--- src/rtl/suprloco_rom_port_arbiter.sv ---
// ROM port arbiter: buffers the ioctl download stream in a small write FIFO,
// filters out-of-range bytes, and shares one memory port between download
// writes and a runtime byte reader. Also raises the download-done level that
// lets the core leave reset once every buffered byte has reached memory.
module suprloco_rom_port_arbiter #(
  parameter int              AW       = 17,
  parameter int              FIFO_DEP = 4,
  parameter logic [AW-1:0]   ROM_END  = 17'h1A620
) (
  input  logic          i_EMU_MCLK,
  input  logic          i_EMU_INITRST,
  input  logic          i_DL_ACTIVE,
  input  logic          i_DL_WR,
  input  logic [26:0]   i_DL_ADDR,
  input  logic [7:0]    i_DL_DATA,
  output logic          o_DL_WAIT,
  output logic          o_DL_DONE,
  output logic          o_ERR_OOR,
  output logic          o_ERR_OVF,
  input  logic          i_RD_REQ,
  input  logic [AW-1:0] i_RD_ADDR,
  output logic          o_RD_ACK,
  output logic [7:0]    o_RD_DATA,
  output logic          o_MEM_REQ,
  output logic          o_MEM_WE,
  output logic [AW-1:0] o_MEM_ADDR,
  output logic [7:0]    o_MEM_DIN,
  input  logic          i_MEM_ACK,
  input  logic [7:0]    i_MEM_DOUT
);

  localparam int PW = (FIFO_DEP > 1) ? $clog2(FIFO_DEP) : 1;
  localparam int CW = $clog2(FIFO_DEP + 1);
  localparam int EW = AW + 8;
  localparam logic [CW-1:0] DEP_C  = CW'(FIFO_DEP);
  localparam logic [CW-1:0] WAIT_C = CW'(FIFO_DEP - 1);

  typedef enum logic [1:0] {
    S_IDLE  = 2'd0,
    S_WRITE = 2'd1,
    S_READ  = 2'd2,
    S_GAP   = 2'd3
  } state_t;

  state_t        state;

  // Write FIFO: each entry is {address, data}
  logic [EW-1:0] fifo_mem [FIFO_DEP];
  logic [PW-1:0] wr_ptr;
  logic [PW-1:0] rd_ptr;
  logic [CW-1:0] count;
  logic [CW-1:0] count_nxt;
  logic [EW-1:0] fifo_head;

  logic          dl_push_req;
  logic          addr_oor;
  logic          fifo_full;
  logic          push_ok;
  logic          push_ovf;
  logic          pop;

  logic          dl_active_q;
  logic          fall_seen;

  // Classify the incoming download byte and compute the next FIFO occupancy
  always_comb begin
    dl_push_req = i_DL_WR & i_DL_ACTIVE;
    addr_oor    = (i_DL_ADDR[26:AW] != '0) || (i_DL_ADDR[AW-1:0] >= ROM_END);
    // Fullness is judged on the current count, so a pop in the same cycle
    // does not rescue a byte that arrives while the FIFO is full.
    fifo_full   = (count == DEP_C);
    push_ok     = dl_push_req & ~addr_oor & ~fifo_full;
    push_ovf    = dl_push_req & ~addr_oor & fifo_full;
    pop         = (state == S_WRITE) & i_MEM_ACK;
    count_nxt   = count + CW'(push_ok) - CW'(pop);
    fifo_head   = fifo_mem[rd_ptr];
  end

  // FIFO storage; contents need no reset because occupancy is tracked separately
  always_ff @(posedge i_EMU_MCLK) begin
    if (push_ok) begin
      fifo_mem[wr_ptr] <= {i_DL_ADDR[AW-1:0], i_DL_DATA};
    end
  end

  // FIFO pointers, occupancy, backpressure and sticky drop flags
  always_ff @(posedge i_EMU_MCLK) begin
    if (i_EMU_INITRST) begin
      wr_ptr    <= '0;
      rd_ptr    <= '0;
      count     <= '0;
      o_DL_WAIT <= 1'b0;
      o_ERR_OOR <= 1'b0;
      o_ERR_OVF <= 1'b0;
    end else begin
      if (push_ok) begin
        wr_ptr <= wr_ptr + 1'b1;
      end
      if (pop) begin
        rd_ptr <= rd_ptr + 1'b1;
      end
      count <= count_nxt;
      // Assert one entry early: the ioctl side may still deliver a byte
      // in the cycle after it sees the wait.
      o_DL_WAIT <= (count_nxt >= WAIT_C);
      if (dl_push_req & addr_oor) begin
        o_ERR_OOR <= 1'b1;
      end
      if (push_ovf) begin
        o_ERR_OVF <= 1'b1;
      end
    end
  end

  // Memory port FSM: download writes take priority over runtime reads
  always_ff @(posedge i_EMU_MCLK) begin
    if (i_EMU_INITRST) begin
      state      <= S_IDLE;
      o_MEM_REQ  <= 1'b0;
      o_MEM_WE   <= 1'b0;
      o_MEM_ADDR <= '0;
      o_MEM_DIN  <= '0;
      o_RD_ACK   <= 1'b0;
      o_RD_DATA  <= 8'h00;
    end else begin
      o_RD_ACK <= 1'b0;
      case (state)
        S_IDLE: begin
          if (count != '0) begin
            state      <= S_WRITE;
            o_MEM_REQ  <= 1'b1;
            o_MEM_WE   <= 1'b1;
            o_MEM_ADDR <= fifo_head[EW-1:8];
            o_MEM_DIN  <= fifo_head[7:0];
          end else if (i_RD_REQ) begin
            state      <= S_READ;
            o_MEM_REQ  <= 1'b1;
            o_MEM_WE   <= 1'b0;
            o_MEM_ADDR <= i_RD_ADDR;
          end
        end
        S_WRITE: begin
          // Head entry stays on the bus; the pop happens on this same ACK
          if (i_MEM_ACK) begin
            o_MEM_REQ <= 1'b0;
            state     <= S_GAP;
          end
        end
        S_READ: begin
          // Finishes even if the requester has since withdrawn
          if (i_MEM_ACK) begin
            o_MEM_REQ <= 1'b0;
            o_RD_DATA <= i_MEM_DOUT;
            o_RD_ACK  <= 1'b1;
            state     <= S_GAP;
          end
        end
        S_GAP: begin
          // Dead cycle lets the requester drop i_RD_REQ after o_RD_ACK
          state <= S_IDLE;
        end
        default: begin
          state     <= S_IDLE;
          o_MEM_REQ <= 1'b0;
        end
      endcase
    end
  end

  // Download-done level: needs a completed download and a drained write path
  always_ff @(posedge i_EMU_MCLK) begin
    if (i_EMU_INITRST) begin
      dl_active_q <= 1'b0;
      fall_seen   <= 1'b0;
      o_DL_DONE   <= 1'b0;
    end else begin
      dl_active_q <= i_DL_ACTIVE;
      if (i_DL_ACTIVE & ~dl_active_q) begin
        fall_seen <= 1'b0;
        o_DL_DONE <= 1'b0;
      end else if (~i_DL_ACTIVE) begin
        if (dl_active_q) begin
          fall_seen <= 1'b1;
        end
        if ((fall_seen | dl_active_q) && (count == '0) && (state == S_IDLE)) begin
          o_DL_DONE <= 1'b1;
        end
      end
    end
  end

endmodule

--- config.mk ---
export PLATFORM = sky130hd
export DESIGN_NAME = suprloco_rom_port_arbiter
export DESIGN_NICKNAME = d
export VERILOG_FILES = /design/src/rtl/suprloco_rom_port_arbiter.sv
export SDC_FILE = /design/constraint.sdc
export NUM_CORES = 1
export LEC_CHECK = 0
export ABC_AREA = 1
export CELL_PAD_IN_SITES_DETAIL_PLACEMENT = 1
export CELL_PAD_IN_SITES_GLOBAL_PLACEMENT = 2
export CORE_AREA = 2 2 145 147
export DETAILED_ROUTE_END_ITERATION = 8
export DIE_AREA = 0 0 147 149
export GPL_TIMING_DRIVEN = 0
export PLACE_DENSITY_LB_ADDON = 0.1
export SLEW_MARGIN = 20
export SYNTH_ARGS = -nofsm -noshare
export SYNTH_HDL_FRONTEND = slang
export SYNTH_SLANG_ARGS = --single-unit
--- constraint.sdc ---
create_clock -name i_EMU_MCLK -period 8.07 [get_ports i_EMU_MCLK]
set_input_delay 1.614 -clock i_EMU_MCLK [delete_from_list [all_inputs] [get_ports i_EMU_MCLK]]
set_output_delay 1.614 -clock i_EMU_MCLK [all_outputs]
set_load 0.01 [all_outputs]
==> out/results.tsv, run 1 <==
metric	value	unit
status	finished clean	
cell taking the most area after synthesis	edfxtp_1	
Crit. Startpoint	i_DL_ADDR[15]	
vias in the first global route	4742	
crit path max fanout	9	
critical path data arrival time	4.49	ns
final period utilization	51.3	%
Pwr Total	2.34	mW
Leakage Power	2.86	nW
Post-synth EDFFs	100	
Global Route met2 Usage	27.3	%
total clock sinks	153	
Synth cell types	27	
CTS root buf	clkbuf_16	
critical path endpoint category	register	
r2r setup slk	5.54	ns
initial core utilization	29.1	%
Die Width	147	µm
num ports	106	
Final Hold Vio Count	0	
Max H-tree Level	4	
Sum Neg Setup Slack	0	ns
initial antenna violation count	1	
Detail Route Antenna Nets	0	
top cell type's share of synthesized area	50.2	%
DP HPWL	11800	µm
largest net degree at the start of global routing	20	
count leader, synth	nor2_1	
Worst-Skew Late Latency	0.43	ns
number of max-cap violations	0	
f_max	241	MHz
Yosys warning count	0	
Commonest cells post-synth	113 x nor2_1, 100 x edfxtp_1, 87 x o21ai_0, 53 x dfxtp_1, 43 x a21oi_1	
Worst Clk Skew	0.0109	ns
# port buffers	105	
Syn Std Cell Area	5980	µm²
Rows	53	
hold crit path type	register to register	
DRC Markers	0	
ys flop type	edfxtp_1	
Peak VDD IR	0.137	mV
worst r2r src	count[1]	
routed wire length	16700	µm
n_diodes	0	
crit path kind	input port to register	
via count	4436	
grt met1 use	19.9	%
Num CTS Buffers	17	
minimum clock period	4.14	ns
final setup violation count	0	
cts hold-fix bufs	0	
unrepaired setup endpoints after global routing	no	
worst hold start	rd_ptr[0]	
CP required	8.42	ns
Hold Crit Depth	1	
routed wire length per instance	17.4	µm
first-pass GRT wire length	26300	µm
share of layout cells above drive strength 1	8.15	%
CTS Buffer Depth	2	
Setup Buffers After CTS	0	
crit start category	input port	
CTS tree	built	
Area growth syn-to-layout	34.7	%
grt total ovfl	0	
initial DRC count	182	
Clk pin slew, worst setup/hold paths	0.06	ns
Seq cells post-synth	153	
Slew Viols, Final	0	
layout net count	752	
Placer Congestion	0.704	
GR peak layer	met2	
Mapped Cells	546	
Pre-antenna DRT Iters	4	
top cells by area, synth	edfxtp_1 50%, dfxtp_1 18%, o21ai_0 7.3%, nor2_1 7.1%, a21oi_1 3.6%	
ys async rst share	0	%
syn_area_per_cell	11.0	µm²
Resized cells post-CTS	0	
Die H	149	µm
Worst Max-Slew Pin Slew	0.668	ns
Seq/Total Area, Yosys	67.9	%
Slew headroom	55.5	%
GRT Overall Usage	16.0	%
M3 GR Usage	4.19	%
core area	20600	µm²
Worst R2R End	o_DL_WAIT	
Syn Nets	624	
PwrDens	290	nW/µm²
Worst Reg-to-Reg Cells	11	
routed vias/inst	4.61	
Die ar.	21900	µm²
-- cell type report --
cell class	instances	area, µm²
Tap cell	275	344
Fill cell	2276	12500
Multi-Input combinational cell	335	1690
Clock inverter	11	101
Sequential cell	153	4060
Buffer	26	138
Timing Repair Buffer	109	1150
Inverter	32	123
Clock buffer	21	450
-- worst max path at each step --
stage	end	cells after the start
6_report	o_DL_WAIT	13
2_1_floorplan	fifo_mem[0][0]	5
4_1_cts	o_DL_WAIT	13
5_1_grt	o_DL_WAIT	13
3_5_place_dp	o_DL_WAIT	13
3_3_place_gp	fifo_mem[2][15]	6
-- cell families (layout without fill, tap and decap cells) --
group                    after synthesis  in the layout  share of synthesized area [%]
AND/OR/NAND/NOR                      160            160                           10.7
flip-flops                           153            153                           67.9
AO/OA/AOI/OAI                        160            160                           14.0
adder cells (fa/ha/maj)               12             12                           2.63
XOR/XNOR                               3              3                          0.439
buffers and inverters                 58            199                           4.35
-- worst max-delay path, cell delays in order --
cell and delay (ns):
clkdlybuf4s50_1 0.56, nand3_1 0.21, nand3_1 0.08, nor2_1 0.20
nand4_2 0.39, ha_1 0.43, inv_1 0.06, ha_1 0.13
inv_1 0.05, fa_1 0.37, xnor2_1 0.18, inv_1 0.07
o21ai_0 0.14
-- layout by cell type (no fill, tap or decap) --
cell and n:
clkinv_2 3, clkinvlp_4 4, nor2_4 4, nand3_1 5, clkinv_4 3, buf_4 2, inv_2 1, o2111ai_1 1
buf_12 1, buf_2 8, a31oi_1 8, inv_4 1, nand2_2 1, ha_1 11, edfxtp_1 100, a21oi_1 43
xor2_1 1, clkbuf_8 1, o21ai_0 87, dfxtp_1 53, nor2_1 109, bufinv_16 1, xnor2_1 2, nand2_4 1
fa_1 1, nand2_1 37, o22ai_1 17, inv_1 30, nand4_2 1, clkbuf_16 17, clkdlybuf4s50_1 105, nand4_1 1
nor3_4 1, buf_16 3, clkbuf_1 16, o21ai_1 4, buf_6 3
-- metrics by stage --
stage,instance area [µm²],hold slack (ns),utilization (%),worst slack [ns],instances
6_report,8060,0.478,39.2,3.93,962
5_1_grt,8060,0.503,39.2,3.60,962
4_1_cts,8060,0.475,39.2,3.90,962
3_5_place_dp,7510,0.457,36.5,3.46,930
3_3_place_gp,7380,0.449,35.9,2.41,926
2_1_floorplan,5980,0.437,-,4.37,546
-- power breakdown --
part           switching, mW  internal, mW
sequential            0.0465         0.915
combinational          0.357         0.276
clock                  0.315         0.431
-- metal layers --
layer / vias to the layer above / routed length, µm
li1: 2164 / -
met1: 2175 / 7490
met2: 74 / 8280
met3: 21 / 734
met4: 2 / 225
met5: - / 7
-- registers in the layout (all words and copies together), names as in the netlist, 2 cells and up, named ones only --
signal	cells
o_MEM_DIN	8
state	2
wr_ptr	2
fifo_mem	100
o_MEM_ADDR	17
o_RD_DATA	8
count	3
rd_ptr	2
Note: power is estimated with default switching activity, not from simulation.
==> run 2, diff against run 1 <==
==> constraint.sdc (replaced) <==
create_clock -name i_EMU_MCLK -period 3.94 [get_ports i_EMU_MCLK]
set_input_delay 0.788 -clock i_EMU_MCLK [delete_from_list [all_inputs] [get_ports i_EMU_MCLK]]
set_output_delay 0.788 -clock i_EMU_MCLK [all_outputs]
set_load 0.01 [all_outputs]
==> results of run 2 <==
Same layout as run 1 (identical final DEF). Status: finished clean.
Among the figures that moved: setup slack after placement 3.46 ns -> 0.160 ns; setup slack after layout 3.93 ns -> 0.623 ns; register-to-register setup slack 5.54 ns -> 1.41 ns; total power 2.34 mW -> 4.79 mW; worst IR drop on VDD 0.137 mV -> 0.281 mV
